File: src/rtl/led_rr_scheduler_if.sv
// Request/grant and LED pin bundle between the requesters and the LED scheduler.
// master = requester side (application/bench), slave = the scheduler.
interface led_rr_scheduler_if #(
  parameter int NREQ     = 4,
  parameter int PWM_BITS = 8
);
  logic [NREQ-1:0]          req;
  logic [3*NREQ-1:0]        color;
  logic [PWM_BITS*NREQ-1:0] duty;
  logic [NREQ-1:0]          gnt;
  logic                     busy;
  logic                     ledr;
  logic                     ledg;
  logic                     ledb;

  // Handshake: a requester holds req[i] high for as long as it wants the LED;
  // gnt[i] high means it owns the LED this cycle. Dropping req[i] while granted
  // ends the slot at the next clock edge. color/duty are sampled only on grant.
  modport master (
    output req, color, duty,
    input  gnt, busy, ledr, ledg, ledb
  );

  modport slave (
    input  req, color, duty,
    output gnt, busy, ledr, ledg, ledb
  );
endinterface

File: src/rtl/led_rr_scheduler.sv
// Round-robin owner selection for the shared RGB LED with bounded slots and
// per-owner PWM brightness; pins are registered and lag the state by one cycle.
module led_rr_scheduler #(
  parameter int NREQ           = 4,
  parameter int HOLD_CYCLES    = 12000000,
  parameter int PWM_BITS       = 8,
  parameter bit LED_ACTIVE_LOW = 1'b1
) (
  input  logic                CLK,
  input  logic                RSTN,
  led_rr_scheduler_if.slave   bus,
  output logic [1:0]          dbg_state
);

  localparam int IW = $clog2(NREQ);
  localparam int HW = $clog2(HOLD_CYCLES) + 1;
  localparam logic LED_OFF = LED_ACTIVE_LOW ? 1'b1 : 1'b0;
  localparam logic LED_ON  = ~LED_OFF;

  typedef enum logic [1:0] {IDLE = 2'd0, SHOW = 2'd1, GAP = 2'd2} state_e;

  state_e              state_q, state_d;
  logic [NREQ-1:0]     gnt_q, gnt_d;
  logic [IW-1:0]       ptr_q, ptr_d;
  logic [IW-1:0]       owner_q, owner_d;
  logic [HW-1:0]       hold_q, hold_d;
  logic [PWM_BITS-1:0] pwm_q, pwm_d;
  logic [2:0]          color_q, color_d;
  logic [PWM_BITS-1:0] duty_q, duty_d;
  logic [2:0]          led_q, led_d;

  logic                found;
  logic [IW-1:0]       win;
  logic                pwm_on;

  // First requester at or after ptr, wrapping; ptr itself has top priority.
  always_comb begin
    found = 1'b0;
    win   = '0;
    for (int k = 0; k < NREQ; k++) begin
      if (!found && bus.req[(int'(ptr_q) + k) % NREQ]) begin
        found = 1'b1;
        win   = IW'((int'(ptr_q) + k) % NREQ);
      end
    end
  end

  always_comb begin
    state_d = state_q;
    gnt_d   = gnt_q;
    ptr_d   = ptr_q;
    owner_d = owner_q;
    hold_d  = hold_q;
    color_d = color_q;
    duty_d  = duty_q;
    pwm_d   = pwm_q + 1'b1;
    case (state_q)
      IDLE: begin
        if (found) begin
          state_d = SHOW;
          gnt_d   = NREQ'(1) << win;
          owner_d = win;
          color_d = bus.color[3*win +: 3];
          duty_d  = bus.duty[PWM_BITS*win +: PWM_BITS];
          hold_d  = '0;
          ptr_d   = (win == IW'(NREQ - 1)) ? '0 : win + 1'b1;
        end
      end
      SHOW: begin
        hold_d = hold_q + 1'b1;
        if (hold_q == HW'(HOLD_CYCLES - 1) || !bus.req[owner_q]) begin
          state_d = GAP;
          gnt_d   = '0;
        end
      end
      GAP: begin
        state_d = IDLE;
      end
      default: begin
        state_d = IDLE;
        gnt_d   = '0;
      end
    endcase
  end

  always_comb begin
    pwm_on   = (state_q == SHOW) && (pwm_q < duty_q);
    led_d[2] = (pwm_on && color_q[2]) ? LED_ON : LED_OFF;
    led_d[1] = (pwm_on && color_q[1]) ? LED_ON : LED_OFF;
    led_d[0] = (pwm_on && color_q[0]) ? LED_ON : LED_OFF;
  end

  always_ff @(posedge CLK) begin
    if (!RSTN) begin
      state_q <= IDLE;
      gnt_q   <= '0;
      ptr_q   <= '0;
      owner_q <= '0;
      hold_q  <= '0;
      pwm_q   <= '0;
      color_q <= '0;
      duty_q  <= '0;
      led_q   <= {3{LED_OFF}};
    end else begin
      state_q <= state_d;
      gnt_q   <= gnt_d;
      ptr_q   <= ptr_d;
      owner_q <= owner_d;
      hold_q  <= hold_d;
      pwm_q   <= pwm_d;
      color_q <= color_d;
      duty_q  <= duty_d;
      led_q   <= led_d;
    end
  end

  assign bus.gnt   = gnt_q;
  assign bus.busy  = (state_q == SHOW);
  assign bus.ledr  = led_q[2];
  assign bus.ledg  = led_q[1];
  assign bus.ledb  = led_q[0];
  assign dbg_state = state_q;

endmodule

File: src/flat_wrapper.sv
// flat-port wrapper written by rule: the top's interface ports become plain ports
module led_rr_scheduler_flat 
#(
  parameter int NREQ           = 4,
  parameter int HOLD_CYCLES    = 12000000,
  parameter int PWM_BITS       = 8,
  parameter bit LED_ACTIVE_LOW = 1'b1
)
  (CLK, RSTN, dbg_state, bus_req, bus_color, bus_duty, bus_gnt, bus_busy, bus_ledr, bus_ledg, bus_ledb);
  led_rr_scheduler_if #(.NREQ(NREQ), .PWM_BITS(PWM_BITS)) bus_i ();
  input  logic CLK;
  input  logic RSTN;
  output logic [1:0] dbg_state;
  input wire logic [$bits(bus_i.req)-1:0] bus_req;
  input wire logic [$bits(bus_i.color)-1:0] bus_color;
  input wire logic [$bits(bus_i.duty)-1:0] bus_duty;
  output wire logic [$bits(bus_i.gnt)-1:0] bus_gnt;
  output wire logic [$bits(bus_i.busy)-1:0] bus_busy;
  output wire logic [$bits(bus_i.ledr)-1:0] bus_ledr;
  output wire logic [$bits(bus_i.ledg)-1:0] bus_ledg;
  output wire logic [$bits(bus_i.ledb)-1:0] bus_ledb;
  assign bus_i.req = bus_req;
  assign bus_i.color = bus_color;
  assign bus_i.duty = bus_duty;
  assign bus_gnt = bus_i.gnt;
  assign bus_busy = bus_i.busy;
  assign bus_ledr = bus_i.ledr;
  assign bus_ledg = bus_i.ledg;
  assign bus_ledb = bus_i.ledb;
  led_rr_scheduler #(.NREQ(NREQ), .HOLD_CYCLES(HOLD_CYCLES), .PWM_BITS(PWM_BITS), .LED_ACTIVE_LOW(LED_ACTIVE_LOW)) u_core (.CLK(CLK), .RSTN(RSTN), .bus(bus_i), .dbg_state(dbg_state));
endmodule
File: config.mk
export PLATFORM = sky130hd
export DESIGN_NAME = led_rr_scheduler_flat
export DESIGN_NICKNAME = d
export VERILOG_FILES = /design/src/rtl/led_rr_scheduler_if.sv /design/src/rtl/led_rr_scheduler.sv /design/src/flat_wrapper.sv
export SDC_FILE = /design/constraint.sdc
export NUM_CORES = 1
export LEC_CHECK = 0
export BUFFER_PORTS_ARGS = -buffer_cell sky130_fd_sc_hd__buf_4
export CAP_MARGIN = 20
export CELL_PAD_IN_SITES_DETAIL_PLACEMENT = 0
export CELL_PAD_IN_SITES_GLOBAL_PLACEMENT = 1
export CORE_MARGIN = 1
export CORE_UTILIZATION = 35
export CTS_CLUSTER_SIZE = 10
export DETAILED_ROUTE_END_ITERATION = 12
export GPL_ROUTABILITY_DRIVEN = 0
export HOLD_SLACK_MARGIN = 0.12
export PLACE_DENSITY = 0.77
export SYNTH_ARGS = -nofsm -noshare
export SYNTH_HDL_FRONTEND = slang
export SYNTH_SLANG_ARGS = --single-unit
File: constraint.sdc
create_clock -name CLK -period 3.9 [get_ports CLK]
set_input_delay 0.195 -clock CLK [delete_from_list [all_inputs] [get_ports CLK]]
set_output_delay 0.195 -clock CLK [all_outputs]
set_load 0.005 [all_outputs]
Word level (Yosys, flattened, before mapping)
Index checks and enable logic that the tools add are counted.
Cells by class
  $add $sub $neg: 6
  multiply operators: 1
  order comparisons: 6
  equality and inequality tests: 6
  shifts and indexed selects: 3
  mux-type cells: 33
  bitwise gates (word level): 4
  reduce and logical (&&, ||, !) cells: 21
Operators with widths (number)
  one-hot mux 25 bit (2 select lines): 1
  variable part select 32 x 6 -> 8 bit: 1
  adder 25 x 1 -> 25 bit (second input constant): 1
  equality test 25 x 24 -> 1 bit (second input constant): 1
  two-way mux 25 bit: 1
  two-way mux 1 bit: 15
  two-way mux 2 bit: 7
  less-than comparator 3 x 4 -> 1 bit (second input constant): 3
  one-hot mux 4 bit (3 select lines): 1
  variable part select 12 x 5 -> 3 bit: 1
  binary-select mux 1 bit (select 2 bit): 5
  adder 8 x 1 -> 8 bit (second input constant): 1
  less-than comparator 8 bit: 1
  two-way mux 4 bit: 2
  logical AND 1 bit: 7
  less-than comparator 2 x 3 -> 1 bit (second input constant): 2
  AND reduction 2 bit: 3
  OR reduction 2 bit: 3
  adder 2 x 1 -> 2 bit (second input constant): 2
  adder 2 bit (second input constant): 2
  equality test 2 bit (second input constant): 2
  logical NOT 1 bit: 4
  multiplier 2 x 2 -> 4 bit (first input constant): 1
  != test 2 x 1 -> 1 bit (second input constant): 2
  other kinds (9): 11
Word-level totals
  register bits after elaboration: 57
  input bits: 50
  output and inout port bits: 10
  logic and storage cells: 89

Depth between registers and ports, before layout
Gate-level depths: netlist (run 1).
  word-level depth: 17
  depth in mapped cells: 8
  gate-level depth less buffers: 8

Least setup slack after synthesis (run 1)
Ideal clock, no wire load.
  path kind: reg-to-reg
  start point: reg u_core.hold_q[0]
  end point: reg u_core.gnt_q[0] (netlist: u_core.bus.gnt[0])
  setup time: 0.115 ns
  arrival: 1.738 ns
  data required time: 3.785 ns
  setup slack: 2.047 ns
  cell stages (with the launch flop): 7
  buffers on the path: 0
  period minus slack after synthesis: 1.853 ns
  cell sequence: dfxtp_1 ha_1 nand3_2 or4_1 o21ai_1 a21oi_1 o21a_1
On the way
  longest elaborated chain between the ends: 4
RTL lines
  start, declared: RTL line led_rr_scheduler.sv:26  | logic [HW-1:0] hold_q, hold_d;
  start signal, assigned: RTL line led_rr_scheduler.sv:109  | hold_q <= hold_d;
  equality test 25 x 24 -> 1 bit: RTL line led_rr_scheduler.sv:71  | if (hold_q == HW'(HOLD_CYCLES - 1) || !bus.req[owner_q]) begin
  logical OR 1 bit: RTL line led_rr_scheduler.sv:71
  != test 2 x 1 -> 1 bit (no line)
  AND reduction 3 bit (no line)
  end signal, assigned: RTL line led_rr_scheduler.sv:106  | gnt_q <= gnt_d;
  end, declared: RTL line led_rr_scheduler.sv:23  | logic [NREQ-1:0] gnt_q, gnt_d;
No other way between the ends.
A chain may end at the register's enable or synchronous reset.

Worst setup path in the final report (run 1)
  start point: reg u_core.state_q[0] (netlist: u_core.dbg_state[0])
  end point: reg u_core.led_q[2]
On the way
  longest elaborated chain between the ends: 4
RTL lines
  start, declared: RTL line led_rr_scheduler.sv:22  | state_e state_q, state_d;
  start signal, assigned: RTL line led_rr_scheduler.sv:105  | state_q <= state_d;
  equality test 2 x 1 -> 1 bit: RTL line led_rr_scheduler.sv:87  | pwm_on = (state_q == SHOW) && (pwm_q < duty_q);
  logical AND 1 bit: RTL line led_rr_scheduler.sv:87
  logical AND 1 bit: RTL line led_rr_scheduler.sv:88  | led_d[2] = (pwm_on && color_q[2]) ? LED_ON : LED_OFF;
  two-way mux 1 bit: RTL line led_rr_scheduler.sv:88
  end signal, assigned: RTL line led_rr_scheduler.sv:103  | led_q <= {3{LED_OFF}};
  end signal, assigned: RTL line led_rr_scheduler.sv:113  | led_q <= led_d;
  end, declared: RTL line led_rr_scheduler.sv:30  | logic [2:0] led_q, led_d;
No other way between the ends.

==> out/metrics.csv, run 1 <==
metric,value,unit
drt-met1-wl,4047,µm
routed.top_layer,met4,
status,completed,
wl_met3,356,µm
ys_seq_area_share,37.03,%
drt_iter0_markers,129,
detail-route-antenna-nets,0,
whs,0.1355,ns
synthTopCellsByArea,"dfxtp_1 37%, nor2_1 4.6%, mux2i_1 4.5%, a21oi_1 4.2%, nand3_1 4.2%",
worst_ep_required_time,4.09,ns
setup_ws,1.556,ns
synth_nets,428,
yosys_warnings,0,
reg2reg_depth,5,
syn_inst,368,
r2r_setup_slack,1.56,ns
cp_slowest_cell,inv_1,
async_reset_ff_share,0,%
cp-end-kind,register,
ys_ff_latch,57,
die_x,95.84,µm
numPortBuffers,59,
ctsHtreeMaxLevel,3,
rr_startpoint,u_core.dbg_state[0],
area_delta_synth_final,23.35,%
hold_buffers,0,
num_antenna_cells,0,
overflow,0,
fin_tns_setup,0,ns
hold_start,bus_duty[6],
cap_violations,0,
wirelength,8073,µm
drive_gt1_share,21.08,%
dp_hpwl,5820,µm
die_area,9184,µm²
ir_drop,0.2092,mV
fmax,426.6,MHz
finClkSkew,0.008779,ns
dp_slack,1.554,ns
start_util,36.77,%
cp_cell_sequence,nand2b_1 -> inv_1 -> nand2_1 -> a211oi_1 -> o211ai_1,
grt_pass1_wl,13340,µm
antenna_found_initial,0,
core_area,8382,µm²
hp-class,in -> reg,
final-setup-viol-count,0,
ys_types,59,
clk_latency,0.32,ns
hold_depth,3,
first_global_vias,2675,
clock-sinks,57,
cp_max_fo,23,
finalMaxSlewViolations,0,
critPathLaunchType,register,
powerDensity,425.5,nW/µm²
die_h,95.84,µm
final_cell_area,3801,µm²
first_pass_iters,4,
cts_made_buffers,9,
grt_max_degree,34,
finalNetCount,482,
io_pins,60,
clock_path_buffers,2,
cts_setup_buffers,0,
core.rowCount,33,
whs_endpoint,u_core.duty_q[6],
wl_per_cell,15.17,µm
fin_crit_sh,60.10,%
dr_total_vias,2884,
synth_edf_count,0,
hold_violations,0,
synth_top_area_share,37.03,%
crit_type,reg -> reg,
rr_endpoint,u_core.led_q[2],
grt_usage,19.00,%
wl_met2,3547,µm
worst_ep_arrival_time,2.53,ns
synthFlopType,dfxtp_1,
worst_pin_slew,0.8588,ns
synth_largest_area_cell,dfxtp_1,
drc,0,
placed_cell_area,3578,µm²
clk_pin_slew,0.07,ns
rsz0062_at_grt,false,
cts-root-buf,clkbuf_8,
via_per_inst,5.421,
total_power,1.617,mW
synthesis.area,3082,µm²
tritoncts,built,
avgSynthCellArea,8.374,µm²
slowest_delay,0.58,ns
cts-resized-gates,0,
nFillCells,848,
final.min_clock_period,2.344,ns
slew_headroom,42.75,%
p_leak,1.588,nW
layer usage:
layer | global-route usage (%) | vias up
met5 | 0 | -
met4 | 7.090 | 0
met3 | 2.923 | 9
met2 | 28.63 | 69
met1 | 27.17 | 1353
li1 | - | 1453
cell families (layout without fill, tap and decap cells):
kind of cell    Yosys count  count (layout)  synth area share [%]
simple gates            146             146                 24.81
compound gates           90              90                 19.61
flops                    57              57                 37.03
buf+inv                  39              98                 5.562
mux                      20              20                 7.227
fa+ha+maj                10              10                 4.060
xor+xnor                  6               6                 1.705
per-stage QoR:
step,util (%),instances
floorplan,-,368
global placement,42.69,516
detailed placement,42.69,516
CTS,45.35,532
global route,45.35,532
finish,45.35,532
area by class of cell:
| type | instances | area, µm² | area share [%] |
|---|---|---|---|
| clock buffer | 14 | 162.7 | 4.279 |
| multi-input combinational | 272 | 1769 | 46.54 |
| tap | 105 | 131.4 | 3.456 |
| sequential | 57 | 1141 | 30.02 |
| inverter | 21 | 78.83 | 2.074 |
| timing repair buffer | 61 | 457.9 | 12.05 |
| clock inverter | 2 | 60.06 | 1.580 |
registers in the layout, indices dropped and copies added (netlist names):
register,flops
u_core.hold_q,25
u_core.duty_q,8
u_core.pwm_q,8
u_core.bus.gnt,4
u_core.color_q,3
u_core.led_q,3
u_core.dbg_state,2
u_core.owner_q,2
u_core.ptr_q,2
synthesized netlist by cell type, drive strengths merged, types with 2 or more instances:
library cell and instances:
a311oi 2, buf 9, o221ai 11, a21oi 26, o2111ai 3, o211ai 3, o41ai 3, nand3 27
clkbuf 9, mux2i 14, a21boi 2, inv 20, xor2 4, nor2b 2, nor4 2, nand4 11
o21ai 19, a21o 7, xnor2 2, nor3 5, o21a 3, or2 2, a41oi 2, and3 15
or4 4, nand3b 2, nand2b 4, nor2 39, and2 4, ha 10, nand2 25, mux2 5
dfxtp 57
power by group:
group / leakage, nW / total, mW / internal (mW) / switching [mW]
logic: 1.01 / 0.338 / 0.145 / 0.193
registers: 0.464 / 0.651 / 0.624 / 0.0272
clock network: 0.111 / 0.628 / 0.396 / 0.232
total: 1.59 / 1.62 / 1.17 / 0.452
worst max path at each step:
stage                              endpoint  cells after the start  slack [ns]           startpoint
after floorplan           u_core.bus.gnt[0]                      6        2.05     u_core.hold_q[0]
after global placement      u_core.led_q[1]                      5        1.63  u_core.dbg_state[0]
after detailed placement    u_core.led_q[2]                      5        1.55  u_core.dbg_state[0]
after CTS                   u_core.led_q[2]                      5        1.53  u_core.dbg_state[0]
after global routing        u_core.led_q[2]                      5        1.35  u_core.dbg_state[0]
final                       u_core.led_q[2]                      5        1.56  u_core.dbg_state[0]
placed cells by master (no fill, tap or decap), drive strengths merged, types with 7 or more instances in the layout:
cell	count
clkbuf	14
buf	61
nand4	11
nand3	27
mux2i	14
ha	10
nand2	25
o21ai	19
and3	15
o221ai	11
dfxtp	57
inv	20
nor2	39
a21o	7
a21oi	26
worst max-delay path: cells and delay by family, from the launching register on:
| family | cells | cell delay (ns) |
|---|---|---|
| flops | 1 | 0.42 |
| simple gates | 2 | 0.67 |
| compound gates | 2 | 0.52 |
| buf+inv | 1 | 0.58 |
Power figures use the tool's default switching activity.
==> run 2: changes to the inputs <==
Clock period 3.9 ns to 2.2 ns, I/O delays scaled along.
==> out/metrics.csv, run 2 (synthesis results as in run 1) <==
metric,value,unit
worst_pin_slew,0.5180,ns
total_power,2.832,mW
rr_endpoint,u_core.duty_q[3],
grt_pass1_wl,15130,µm
tritoncts,built,
cts-root-buf,clkbuf_8,
clk_latency,0.34,ns
clock-sinks,57,
start_util,36.77,%
detail-route-antenna-nets,0,
worst_ep_required_time,2.41,ns
largest-register,u_core.hold_q,
fmax,473.1,MHz
ir_drop,0.3054,mV
dr_total_vias,3139,
cts_made_buffers,9,
drt_iter0_markers,152,
hp-class,in -> reg,
antenna_found_initial,0,
finalMaxSlewViolations,0,
whs_endpoint,u_core.color_q[1],
numPortBuffers,59,
wl_per_cell,15.79,µm
area_delta_synth_final,36.62,%
drc,0,
final_cell_mix,"72 x buf_4, 56 x dfxtp_1, 38 x nor2_1",
fin_crit_sh,96.07,%
core.rowCount,33,
cp_max_fo,11,
via_per_inst,5.431,
fin_tns_setup,0,ns
slew_headroom,65.20,%
io_pins,60,
finalNetCount,528,
cp-end-kind,register,
rr_startpoint,u_core.ptr_q[0],
largestRegisters,"u_core.hold_q x25, u_core.duty_q x8, u_core.pwm_q x8",
grt_max_degree,34,
grt_usage,21.81,%
die_area,9184,µm²
cp_slowest_cell,dlygate4sd3_1,
powerDensity,672.6,nW/µm²
num_antenna_cells,0,
nFillCells,821,
first_global_vias,3078,
ctsHtreeMaxLevel,3,
first_pass_iters,4,
p_leak,1.784,nW
worst_ep_arrival_time,2.32,ns
drive_gt1_share,22.41,%
final_cell_area,4210,µm²
r2r_setup_slack,0.09,ns
cap_violations,0,
cp_cell_sequence,nand2b_1 -> a21oi_1 -> a211o_2 -> buf_4 -> mux2i_1 -> dlygate4sd3_1 -> o221ai_1,
crit_type,reg -> reg,
hold_start,bus_color[10],
dp_hpwl,5961,µm
whs,0.1210,ns
clk_pin_slew,0.07,ns
slowest_delay,0.59,ns
hold_depth,3,
final_core_util,50.23,%
die_h,95.84,µm
rsz0062_at_grt,false,
wirelength,9125,µm
final-setup-viol-count,0,
hold_violations,0,
overflow,0,
reg2reg_depth,7,
final.min_clock_period,2.114,ns
placed_cell_area,3646,µm²
largest_reg_flops,25,
layout_commonest_cell,buf_4,
finClkSkew,0.009400,ns
die_x,95.84,µm
clock_path_buffers,2,
critPathLaunchType,register,
status,completed,
core_area,8382,µm²
## run 2: repair_timing
item / in CTS / in global routing
resized for setup: 0 / 3
hold buffers: 34 / 0
hold endpoints to repair: 11 / 0
setup buffers: 0 / 3
setup endpoints to repair: 0 / 9
## run 2: worst max-delay path by stage
stage | start | end | cells past startpoint
2_1_floorplan | u_core.hold_q[0] | u_core.bus.gnt[0] | 6
3_3_place_gp | u_core.hold_q[0] | u_core.bus.gnt[2] | 6
3_5_place_dp | u_core.hold_q[0] | u_core.bus.gnt[1] | 6
4_1_cts | u_core.ptr_q[0] | u_core.color_q[2] | 7
5_1_grt | u_core.ptr_q[1] | u_core.duty_q[7] | 7
6_report | u_core.ptr_q[0] | u_core.duty_q[3] | 7
## run 2: stage by stage
stage,setup WS (ns),std cells
after floorplan,0.3474,368
after global placement,0.2006,525
after detailed placement,0.1397,525
after CTS,0.07541,575
after global routing,0.003713,578
final,0.08636,578
## run 2: layout make-up
type | instances | area, µm² | area share [%]
multi-input combinational | 272 | 1773 | 42.11
inverter | 21 | 78.83 | 1.872
clock inverter | 2 | 10.01 | 0.2377
sequential | 57 | 1142 | 27.13
clock buffer | 14 | 182.7 | 4.339
timing repair buffer | 107 | 892.1 | 21.19
tap | 105 | 131.4 | 3.120
## run 2: worst max-delay path, delay by kind of cell, from the launching register on
kind                   cells  cell delay, ns
and+or+nand+nor            1            0.12
buffers and inverters      2            0.79
DFF                        1            0.37
AOI/OAI and AO/OA          3            0.51
muxes                      1            0.19
## run 2: report_power, final
part	switching (mW)	internal, mW
registers	0.0483	1.11
logic	0.372	0.358
clock network	0.418	0.529
## run 2: layer usage
layer  GRT usage [%]  part of all wire, %  vias up
met5               0                    0        -
met4           9.204                  2.3        0
met3           3.318                  3.8       14
met2           35.36                   47       66
met1           28.78                   47     1506
li1                -                    -     1553
==> run 3: changes to the inputs <==
Settings changed: SETUP_SLACK_MARGIN from default to 0.1.
==> out/metrics.csv, run 3 (synthesis results as in run 1) <==
metric,value,unit
cp_slowest_cell,or4_1,
grt_usage,21.78,%
grt_max_degree,34,
cts_made_buffers,9,
die_x,95.84,µm
critPathLaunchType,register,
cp-end-kind,register,
placed_cells,525,
largestRegisters,"u_core.hold_q x25, u_core.duty_q x8, u_core.pwm_q x8",
tritoncts,built,
drt_iter0_markers,157,
whs,0.1191,ns
rr_startpoint,u_core.hold_q[0],
crit_type,reg -> reg,
fin_crit_sh,88.42,%
clk_latency,0.34,ns
hold_depth,3,
die_area,9184,µm²
finClkSkew,0.008515,ns
whs_endpoint,u_core.color_q[1],
first_pass_iters,4,
layout.cells.non_filler,575,
core.rowCount,33,
largest_reg_flops,25,
cts-root-buf,clkbuf_8,
core_area,8382,µm²
final_cell_mix,"70 x buf_4, 57 x dfxtp_1, 38 x nor2_1",
p_leak,1.765,nW
clk_pin_slew,0.06,ns
largest-register,u_core.hold_q,
finalMaxSlewViolations,0,
first_global_vias,3059,
wl_per_cell,15.88,µm
drc,0,
area_delta_synth_final,36.05,%
ctsHtreeMaxLevel,3,
hold_start,bus_color[10],
cap_violations,0,
fin_tns_setup,0,ns
grt_pass1_wl,15110,µm
worst_ep_required_time,2.43,ns
hp-class,in -> reg,
setup_ws,0.2548,ns
nFillCells,822,
ir_drop,0.2930,mV
fmax,514.1,MHz
layout_commonest_cell,buf_4,
powerDensity,664.4,nW/µm²
cp_cell_sequence,ha_2 -> nand3_4 -> or4_1 -> o21ai_2 -> a21oi_1 -> o21a_1,
total_power,2.786,mW
placed_cell_area,3646,µm²
detail-route-antenna-nets,0,
clock-sinks,57,
numPortBuffers,59,
io_pins,60,
finalNetCount,525,
wirelength,9132,µm
via_per_inst,5.450,
worst_pin_slew,0.5136,ns
num_antenna_cells,0,
rsz0062_at_grt,false,
final_cell_area,4193,µm²
final_core_util,50.02,%
slowest_delay,0.60,ns
cp_max_fo,9,
status,completed,
r2r_setup_slack,0.25,ns
reg2reg_depth,6,
drive_gt1_share,21.91,%
rr_endpoint,u_core.bus.gnt[2],
antenna_found_initial,0,
start_util,36.77,%
dp_slack,0.1397,ns
final-setup-viol-count,0,
hold_violations,0,
clock_path_buffers,2,
die_h,95.84,µm
worst_ep_arrival_time,2.17,ns
slew_headroom,65.50,%
dr_total_vias,3134,
overflow,0,
final.min_clock_period,1.945,ns
dp_hpwl,5961,µm
## run 3: what timing repair did
item | in CTS | in global routing
endpoints found under the setup margin | 0 | 9
hold endpoints to repair | 11 | 0
hold buffers | 34 | 0
setup buffers | 0 | 0
gates resized for setup | 0 | 3
## run 3: how the worst max path moves through the flow
| stage | from | endpoint | slack [ns] | cells past startpoint |
|---|---|---|---|---|
| 2_1_floorplan | u_core.hold_q[0] | u_core.bus.gnt[0] | 0.35 | 6 |
| 3_3_place_gp | u_core.hold_q[0] | u_core.bus.gnt[2] | 0.20 | 6 |
| 3_5_place_dp | u_core.hold_q[0] | u_core.bus.gnt[1] | 0.14 | 6 |
| 4_1_cts | u_core.hold_q[0] | u_core.bus.gnt[1] | 0.14 | 6 |
| 5_1_grt | u_core.hold_q[0] | u_core.bus.gnt[2] | 0.12 | 6 |
| 6_report | u_core.hold_q[0] | u_core.bus.gnt[2] | 0.25 | 6 |
## run 3: final cells by class
| class | instances | area, µm² | share of cell area [%] |
|---|---|---|---|
| clock inverters | 2 | 10.01 | 0.2387 |
| well taps | 105 | 131.4 | 3.133 |
| repair buffers | 104 | 865.8 | 20.65 |
| inverters | 21 | 78.83 | 1.880 |
| multi-input cells | 272 | 1783 | 42.52 |
| flip-flops and latches | 57 | 1141 | 27.22 |
| clock buffers | 14 | 182.7 | 4.357 |
## run 3: metal layers
layer	vias up	track usage [%]	part of all wire, %
met4	0	9.204	2.3
met2	79	35.36	47
met5	-	0	0
met3	14	3.476	3.7
li1	1548	-	-
met1	1493	28.59	47
## run 3: power breakdown
part           leakage, nW  internal, mW  switching (mW)
combinational         1.20         0.319           0.364
sequential           0.464          1.11          0.0490
clock                0.102         0.529           0.419
total                 1.77          1.95           0.832
## run 3: worst max-delay path: cells and delay by family (launching register included)
kind                       cells  cell delay, ns
AOI/OAI and AO/OA              3            0.47
adders and majority gates      1            0.24
DFF                            1            0.39
and+or+nand+nor                2            0.74
